`src/rtl/output_port_scheduler.sv`:
```
// Round-robin, packet-granular scheduler for one router output port shared by
// five inputs (L, N, E, W, S), with credit gating and a stall watchdog.
module output_port_scheduler #(
   parameter int CREDITS = 4,
   parameter int TIMEOUT = 1023
) (
   input  logic        clk,
   input  logic        rst,
   input  logic [4:0]  req,
   input  logic [14:0] flit_id,
   input  logic        credit_in,
   output logic [4:0]  grant,
   output logic [2:0]  sel,
   output logic        xfer,
   output logic [3:0]  credit_cnt,
   output logic        busy,
   output logic        timeout_err,
   output logic        credit_err
);

   typedef enum logic {IDLE = 1'b0, ACTIVE = 1'b1} state_t;

   localparam logic [3:0]  CRED_MAX  = 4'(CREDITS);
   localparam logic [11:0] STALL_MAX = 12'(TIMEOUT);

   state_t      state;
   logic [2:0]  ptr;
   logic [11:0] stall_cnt;

   logic [4:0]  elig;
   logic        win_vld;
   logic [2:0]  win_idx;
   logic [3:0]  idx;
   logic        g_req;
   logic        g_tail;
   logic [2:0]  next_ptr;
   logic        unused_body_bits;

   // The body bit carries no control meaning; any granted flit is forwarded.
   assign unused_body_bits = ^{flit_id[13], flit_id[10], flit_id[7], flit_id[4], flit_id[1]};

   // req[i] is the valid of port i and xfer is the accept for the granted
   // port: a flit moves only in a cycle where both are high.
   always_comb begin
      g_req  = 1'b0;
      g_tail = 1'b0;
      case (sel)
         3'd0: begin g_req = req[0]; g_tail = flit_id[2];  end
         3'd1: begin g_req = req[1]; g_tail = flit_id[5];  end
         3'd2: begin g_req = req[2]; g_tail = flit_id[8];  end
         3'd3: begin g_req = req[3]; g_tail = flit_id[11]; end
         3'd4: begin g_req = req[4]; g_tail = flit_id[14]; end
         default: ;
      endcase
   end

   assign xfer     = (state == ACTIVE) && g_req && (credit_cnt != 4'd0);
   assign busy     = (state == ACTIVE);
   assign next_ptr = (sel == 3'd4) ? 3'd0 : sel + 3'd1;

   // Rotating scan starting at ptr; only header flits compete.
   always_comb begin
      elig    = '0;
      win_vld = 1'b0;
      win_idx = 3'd0;
      idx     = 4'd0;
      for (int i = 0; i < 5; i++) begin
         elig[i] = req[i] & flit_id[3*i];
      end
      for (int k = 0; k < 5; k++) begin
         idx = {1'b0, ptr} + 4'(k);
         if (idx >= 4'd5) begin
            idx = idx - 4'd5;
         end
         if (!win_vld && elig[idx[2:0]]) begin
            win_vld = 1'b1;
            win_idx = idx[2:0];
         end
      end
   end

   always_ff @(posedge clk or posedge rst) begin
      if (rst) begin
         state       <= IDLE;
         grant       <= '0;
         sel         <= '0;
         ptr         <= '0;
         credit_cnt  <= CRED_MAX;
         stall_cnt   <= '0;
         timeout_err <= 1'b0;
         credit_err  <= 1'b0;
      end else begin
         timeout_err <= 1'b0;

         if (xfer && !credit_in) begin
            credit_cnt <= credit_cnt - 4'd1;
         end else if (credit_in && !xfer) begin
            if (credit_cnt == CRED_MAX) begin
               credit_err <= 1'b1;
            end else begin
               credit_cnt <= credit_cnt + 4'd1;
            end
         end

         case (state)
            IDLE: begin
               if (win_vld) begin
                  state     <= ACTIVE;
                  grant     <= 5'b00001 << win_idx;
                  sel       <= win_idx;
                  stall_cnt <= '0;
               end
            end
            ACTIVE: begin
               if (xfer) begin
                  stall_cnt <= '0;
                  if (g_tail) begin
                     state <= IDLE;
                     grant <= '0;
                     sel   <= '0;
                     ptr   <= next_ptr;
                  end
               end else if (stall_cnt == STALL_MAX) begin
                  // Watchdog: abandon the stalled packet and move priority on.
                  state       <= IDLE;
                  grant       <= '0;
                  sel         <= '0;
                  ptr         <= next_ptr;
                  timeout_err <= 1'b1;
               end else begin
                  stall_cnt <= stall_cnt + 12'd1;
               end
            end
            default: state <= IDLE;
         endcase
      end
   end

endmodule
```
`config.mk`:
```
export PLATFORM = sky130hd
export DESIGN_NAME = output_port_scheduler
export DESIGN_NICKNAME = d
export VERILOG_FILES = /design/src/rtl/output_port_scheduler.sv
export SDC_FILE = /design/constraint.sdc
export NUM_CORES = 1
export LEC_CHECK = 0
export CAP_MARGIN = 25
export CELL_PAD_IN_SITES_DETAIL_PLACEMENT = 0
export CELL_PAD_IN_SITES_GLOBAL_PLACEMENT = 1
export CORE_ASPECT_RATIO = 0.75
export CORE_MARGIN = 4
export CORE_UTILIZATION = 30
export CTS_CLUSTER_DIAMETER = 40
export CTS_CLUSTER_SIZE = 10
export DETAILED_ROUTE_END_ITERATION = 12
export PLACE_DENSITY = 0.67
export SLEW_MARGIN = 20
export SYNTH_ARGS = -nofsm -noshare
export SYNTH_HDL_FRONTEND = slang
export SYNTH_SLANG_ARGS = --single-unit
```
`constraint.sdc`:
```
create_clock -name clk -period 7.3 [get_ports clk]
set_input_delay 1.095 -clock clk [delete_from_list [all_inputs] [get_ports clk]]
set_output_delay 1.095 -clock clk [all_outputs]
set_load 0.02 [all_outputs]
```
# Yosys cells after proc, flatten, opt, wreduce, memory -nomap -nowiden

Index checks and enable logic that the tools add are counted.

Input bits: 23
Output and inout port bits: 16
Flip-flop bits (word level): 30
Logic and storage cells: 130

Equal/unequal tests: 12
Reduce and logical (&&, ||, !) cells: 23
Shift-type cells: 1
$lt $le $gt $ge: 10
Add/sub/neg operators: 13
Mux-type cells: 56
Bitwise gates (word level): 7

Operators by type and width:

| operator                | count |
|---|---|
| $mux W3                 | 18 |
| $mux W12                | 3 |
| $pmux W12 S2            | 1 |
| $lt A3 B4 Y1 const B    | 5 |
| $mux W5                 | 4 |
| $mux W1                 | 17 |
| $ge A4 B3 Y1 const B    | 4 |
| $bmux W1 S3             | 5 |
| $sub A3 B3 Y3 const B   | 5 |
| $add A12 B1 Y12 const B | 1 |
| $eq A12 B10 Y1 const B  | 1 |
| $mux W4                 | 3 |
| $pmux W1 S5             | 2 |
| $pmux W5 S2             | 1 |
| $reduce_and A3 Y1       | 3 |
| $add A3 B2 Y4 const B   | 2 |
| $logic_and A1 B1 Y1     | 8 |
| $eq A3 B2 Y1 const B    | 2 |
| $logic_not A1 Y1        | 6 |
| $ne A3 B2 Y1 const B    | 2 |
| $pmux W3 S2             | 1 |
| $and A1 B1 Y1           | 5 |
| $shl A1 B3 Y5 const A   | 1 |
| $add A3 B1 Y4 const B   | 1 |
| other kinds (17)        | 21 |

# Depth between registers and ports, before layout

Word-level depth: 20
Gate-level depth with buffers: 15
Gate-level depth less buffers: 13

# Worst setup path before layout

No wires, ideal clock.

Path type: register to register
Start: reg ptr[0]
End: reg grant[0]
Setup slack: 3.813 ns
Library setup time: 0.122 ns
Arrival time: 3.365 ns
Stages on the path, launching flop included: 16
Path through: dfrtp_1 > inv_2 > buf_2 > ha_1 > inv_1 > fa_1 > a21oi_2 > mux2i_2 > and4bb_1 > a311oi_2 > and3_1 > buf_4 > and2_1 > buf_4 > nor3b_2 > a32o_1

Word-level cells in the longest chain between the ends: 20
Elaborated cells on any way between the ends: 52

Ends and longest elaborated chain:

| what                                                                   | line | text |
|---|---|---|
| start: declaration                                                     | 27   | `logic [2:0] ptr;` |
| start signal: assignment                                               | 121  | `ptr <= next_ptr;` |
| start signal: assignment                                               | 128  | `ptr <= next_ptr;` |
| parallel branches: the longest is 20 deep, another holds $add A3 B1 Y4 | n/a  |  |
| end signal: assignment                                                 | 109  | `grant <= 5'b00001 << win_idx;` |
| end: declaration                                                       | 12   | `output logic [4:0] grant,` |

Several ways; the timed one is not identified. The select of a mux whose other input is x is not followed.
A chain may end at the register's enable or synchronous reset.

# Final worst setup path

Start: in req[2]
End: out xfer

Word-level cells in the longest chain between the ends: 3

Ends and longest elaborated chain:

| what                             | line | text |
|---|---|---|
| start: declaration               | 9    | `input logic [4:0] req,` |
| $pmux W1 S5                      | 47   | `case (sel)` |
| $logic_and A1 B1 Y1 (2 in a row) | 57   | `assign xfer = (state == ACTIVE) && g_req && (credit_cnt != 4'd0);` |
| end: declaration                 | 14   | `output logic xfer,` |

No other way between the ends.

==> results.sh <==
export IMPL_cts_sinks=30
export IMPL_cap_violations=0
export IMPL_cp_data_required_time_ns=6.20
export IMPL_overflow=0
export IMPL_startpoint_type="input port"
export IMPL_run_status="complete, no violations"
export IMPL_hold_class="reg2reg"
export IMPL_ctsLongestPathBuffers=2
export IMPL_hold_violations=0
export IMPL_synth_edf_count=0
export IMPL_ys_warn_count=0
export IMPL_synth_cell_type_count=71
export IMPL_wl_um=7980
export IMPL_area_growth_pct=20.6
export IMPL_fin_worst_skew_ns=0.00282
export IMPL_post_cts_resized=0
export IMPL_rsz0062_at_grt="no"
export IMPL_synth_top_cell_area_share_pct=25.4
export IMPL_synthTopCellsByArea="dfrtp_1 (25%), ha_1 (7.9%), xnor2_1 (4.0%), a21oi_1 (3.9%), nand3_1 (3.2%)"
export IMPL_clock_latency_ns=0.28
export IMPL_dr_pass1_iters=4
export IMPL_placed_cell_area_um2=3280
export IMPL_mostFrequentLayoutCells="clkdlybuf4s50_1 (33), dfrtp_1 (29), nor2_1 (23), a21oi_1 (22), nand2_1 (19)"
export IMPL_postRouteAntennaNets=0
export IMPL_fin_crit_sh_pct=60.0
export IMPL_drive_above_1_share_pct=10.2
export IMPL_grt_usage_pct=14.6
export IMPL_routedWlPerCell_um=16.6
export IMPL_synth_async_sr_flop_share_pct=100
export IMPL_grt_pass1_wl_um=13000
export IMPL_cpPeakStageDelay_ns=0.64
export IMPL_cp_end_kind="output pin"
export IMPL_drc=0
export IMPL_path_cells="clkdlybuf4s50_1 > a222oi_1 > o21ai_0 > nand4_1 > inv_1 > clkdlybuf4s50_1"
export IMPL_final_common_cell="clkdlybuf4s50_1"
export IMPL_timing_slew_headroom_pct=38.0
export IMPL_synthCells=324
export IMPL_power_density_nw_per_um2=495
export IMPL_rows=30
export IMPL_cp_common_cell="clkdlybuf4s50_1"
export IMPL_finalPower_w=0.00170
export IMPL_core_area_um2=9160
export IMPL_leakage_nw=1.43
export IMPL_cts_buffers=5
export IMPL_netlist_area_um2=2860
export IMPL_nets=394
export IMPL_numPortBuffers=33
export IMPL_synth_largest_area_cell="dfrtp_1"
export IMPL_post_dp_hpwl_um=6160
export IMPL_ys_ff_latch=30
export IMPL_dieWidth_um=121
export IMPL_num_antenna_cells=0
export IMPL_antenna_found_initial=0
export IMPL_ir_worst_vdd_v=0.000181
export IMPL_period_needed_ns=4.38
export IMPL_crit_type="in2out"
export IMPL_met3WireLength_um=341
export IMPL_drt_iter0_drc=136
export IMPL_wl_met1_um=4300
export IMPL_syn_num_nets=367
export IMPL_clock_root_buffer="clkbuf_16"
export IMPL_max_freq_mhz=228
export IMPL_setup_viol=0
export IMPL_postCtsHoldBufs=0
export IMPL_dieArea_um2=11200
export IMPL_clk_pin_slew_worst_paths_ns=0.06
export IMPL_h_tree_depth=2
export IMPL_cts_setup_buffers=0
export IMPL_worst_ep_arrival_time_ns=3.29
export IMPL_stdcell_area_um2=3450
export IMPL_gp_congestion=0.823
export IMPL_slew_violations=0
export IMPL_num_vias=2573
export IMPL_route_met2_wl_um=3250
export IMPL_die_h_um=92.5
export IMPL_highest_signal_layer="met4"
export IMPL_synth_ff_type="dfrtp_1"
export IMPL_avgSynthCellArea_um2=8.82
export IMPL_initial_core_util_pct=31.2
export IMPL_tightest_slew_ns=0.927
export IMPL_ys_seq_area_share_pct=26.3
export IMPL_vias_per_cell=5.36
export IMPL_utilization_pct=37.6
export IMPL_slowest_stage="clkdlybuf4s50_1"
export IMPL_cts_tree="done"
export IMPL_tns_ns=0
export IMPL_path_max_fanout=8
export IMPL_grt_pass1_vias=2437
export IMPL_grt_max_degree=31
export IMPL_ios=39
## flip-flops by register name, summed over array words and instances (netlist names)
| register | cells |
|---|---|
| stall_cnt | 12 |
| grant | 5 |
| credit_cnt | 4 |
| ptr | 3 |
| sel | 3 |
| busy | 1 |
| credit_err | 1 |
| timeout_err | 1 |
## layer usage
layer	global-route usage (%)	up-vias
li1	-	1279
met1	22.3	1244
met2	20.6	43
met3	3.05	7
met4	4.15	0
met5	0	-
## final timing paths
check / start / endpoint / slack (ns) / cells after the start
worst max register to register: ptr[0]$_DFFE_PP0P_ / grant[0]$_DFFE_PP0P_ / 3.14 / 13
max in group asynchronous: rst / credit_cnt[2]$_DFFE_PP1P_ / 5.80 / 3
worst max-delay path: req[2] / xfer / 2.92 / 6
worst min-delay path: credit_err$_DFFE_PP0P_ / credit_err$_DFFE_PP0P_ / 0.47 / 1
worst min register to register: credit_err$_DFFE_PP0P_ / credit_err$_DFFE_PP0P_ / 0.47 / 1
min in group asynchronous: rst / credit_cnt[1]$_DFFE_PP0P_ / 1.19 / 3
## per-stage QoR
stage | hold WS, ns | instances | setup slack, ns
2_1_floorplan | 0.462 | 324 | 3.81
3_3_place_gp | 0.457 | 472 | 2.90
3_5_place_dp | 0.462 | 472 | 2.90
4_1_cts | 0.480 | 480 | 2.89
5_1_grt | 0.501 | 480 | 2.74
6_report | 0.474 | 480 | 2.92
## worst max-delay path: cells and delay by family
kind / cells / cell delay [ns]
and+or+nand+nor: 1 / 0.36
AOI/OAI and AO/OA: 2 / 0.31
buffers and inverters: 3 / 1.51
## layout make-up
type,instances,area [um^2]
inverters,18,67.6
fillers,958,5710
repair buffers,35,345
well taps,128,160
clock buffers,5,125
multi-input cells,261,1950
clock inverters,3,45.0
flip-flops and latches,30,752
## kinds of logic (layout without fill, tap and decap cells)
family	count (synthesis)	after routing	share of synthesized area, %
xor+xnor	15	15	4.60
simple gates	108	108	21.4
compound gates	107	107	27.6
fa+ha+maj	20	20	9.29
mux	11	11	5.47
buf+inv	33	61	5.39
flops	30	30	26.3
## report_power, final
group          switching (W)  total (W)  internal, W
Sequential         0.0000606   0.000274     0.000213
Clock              0.0000822   0.000243     0.000161
Combinational       0.000689    0.00119     0.000499
## Yosys cell counts (all sizes together), types with 4 or more instances
library cell and instances:
a2111oi 4, a211oi 7, a21o 10, a21oi 25, a22o 4, a31oi 5
and3 6, buf 11, clkbuf 4, dfrtp 29, ha 18, inv 18
mux2 4, mux2i 4, nand2 20, nand2b 6, nand3 18, nand3b 7
nor2 24, nor3 6, nor4 4, o21ai 17, o31ai 6, xnor2 13
Power figures use the tool's default switching activity.
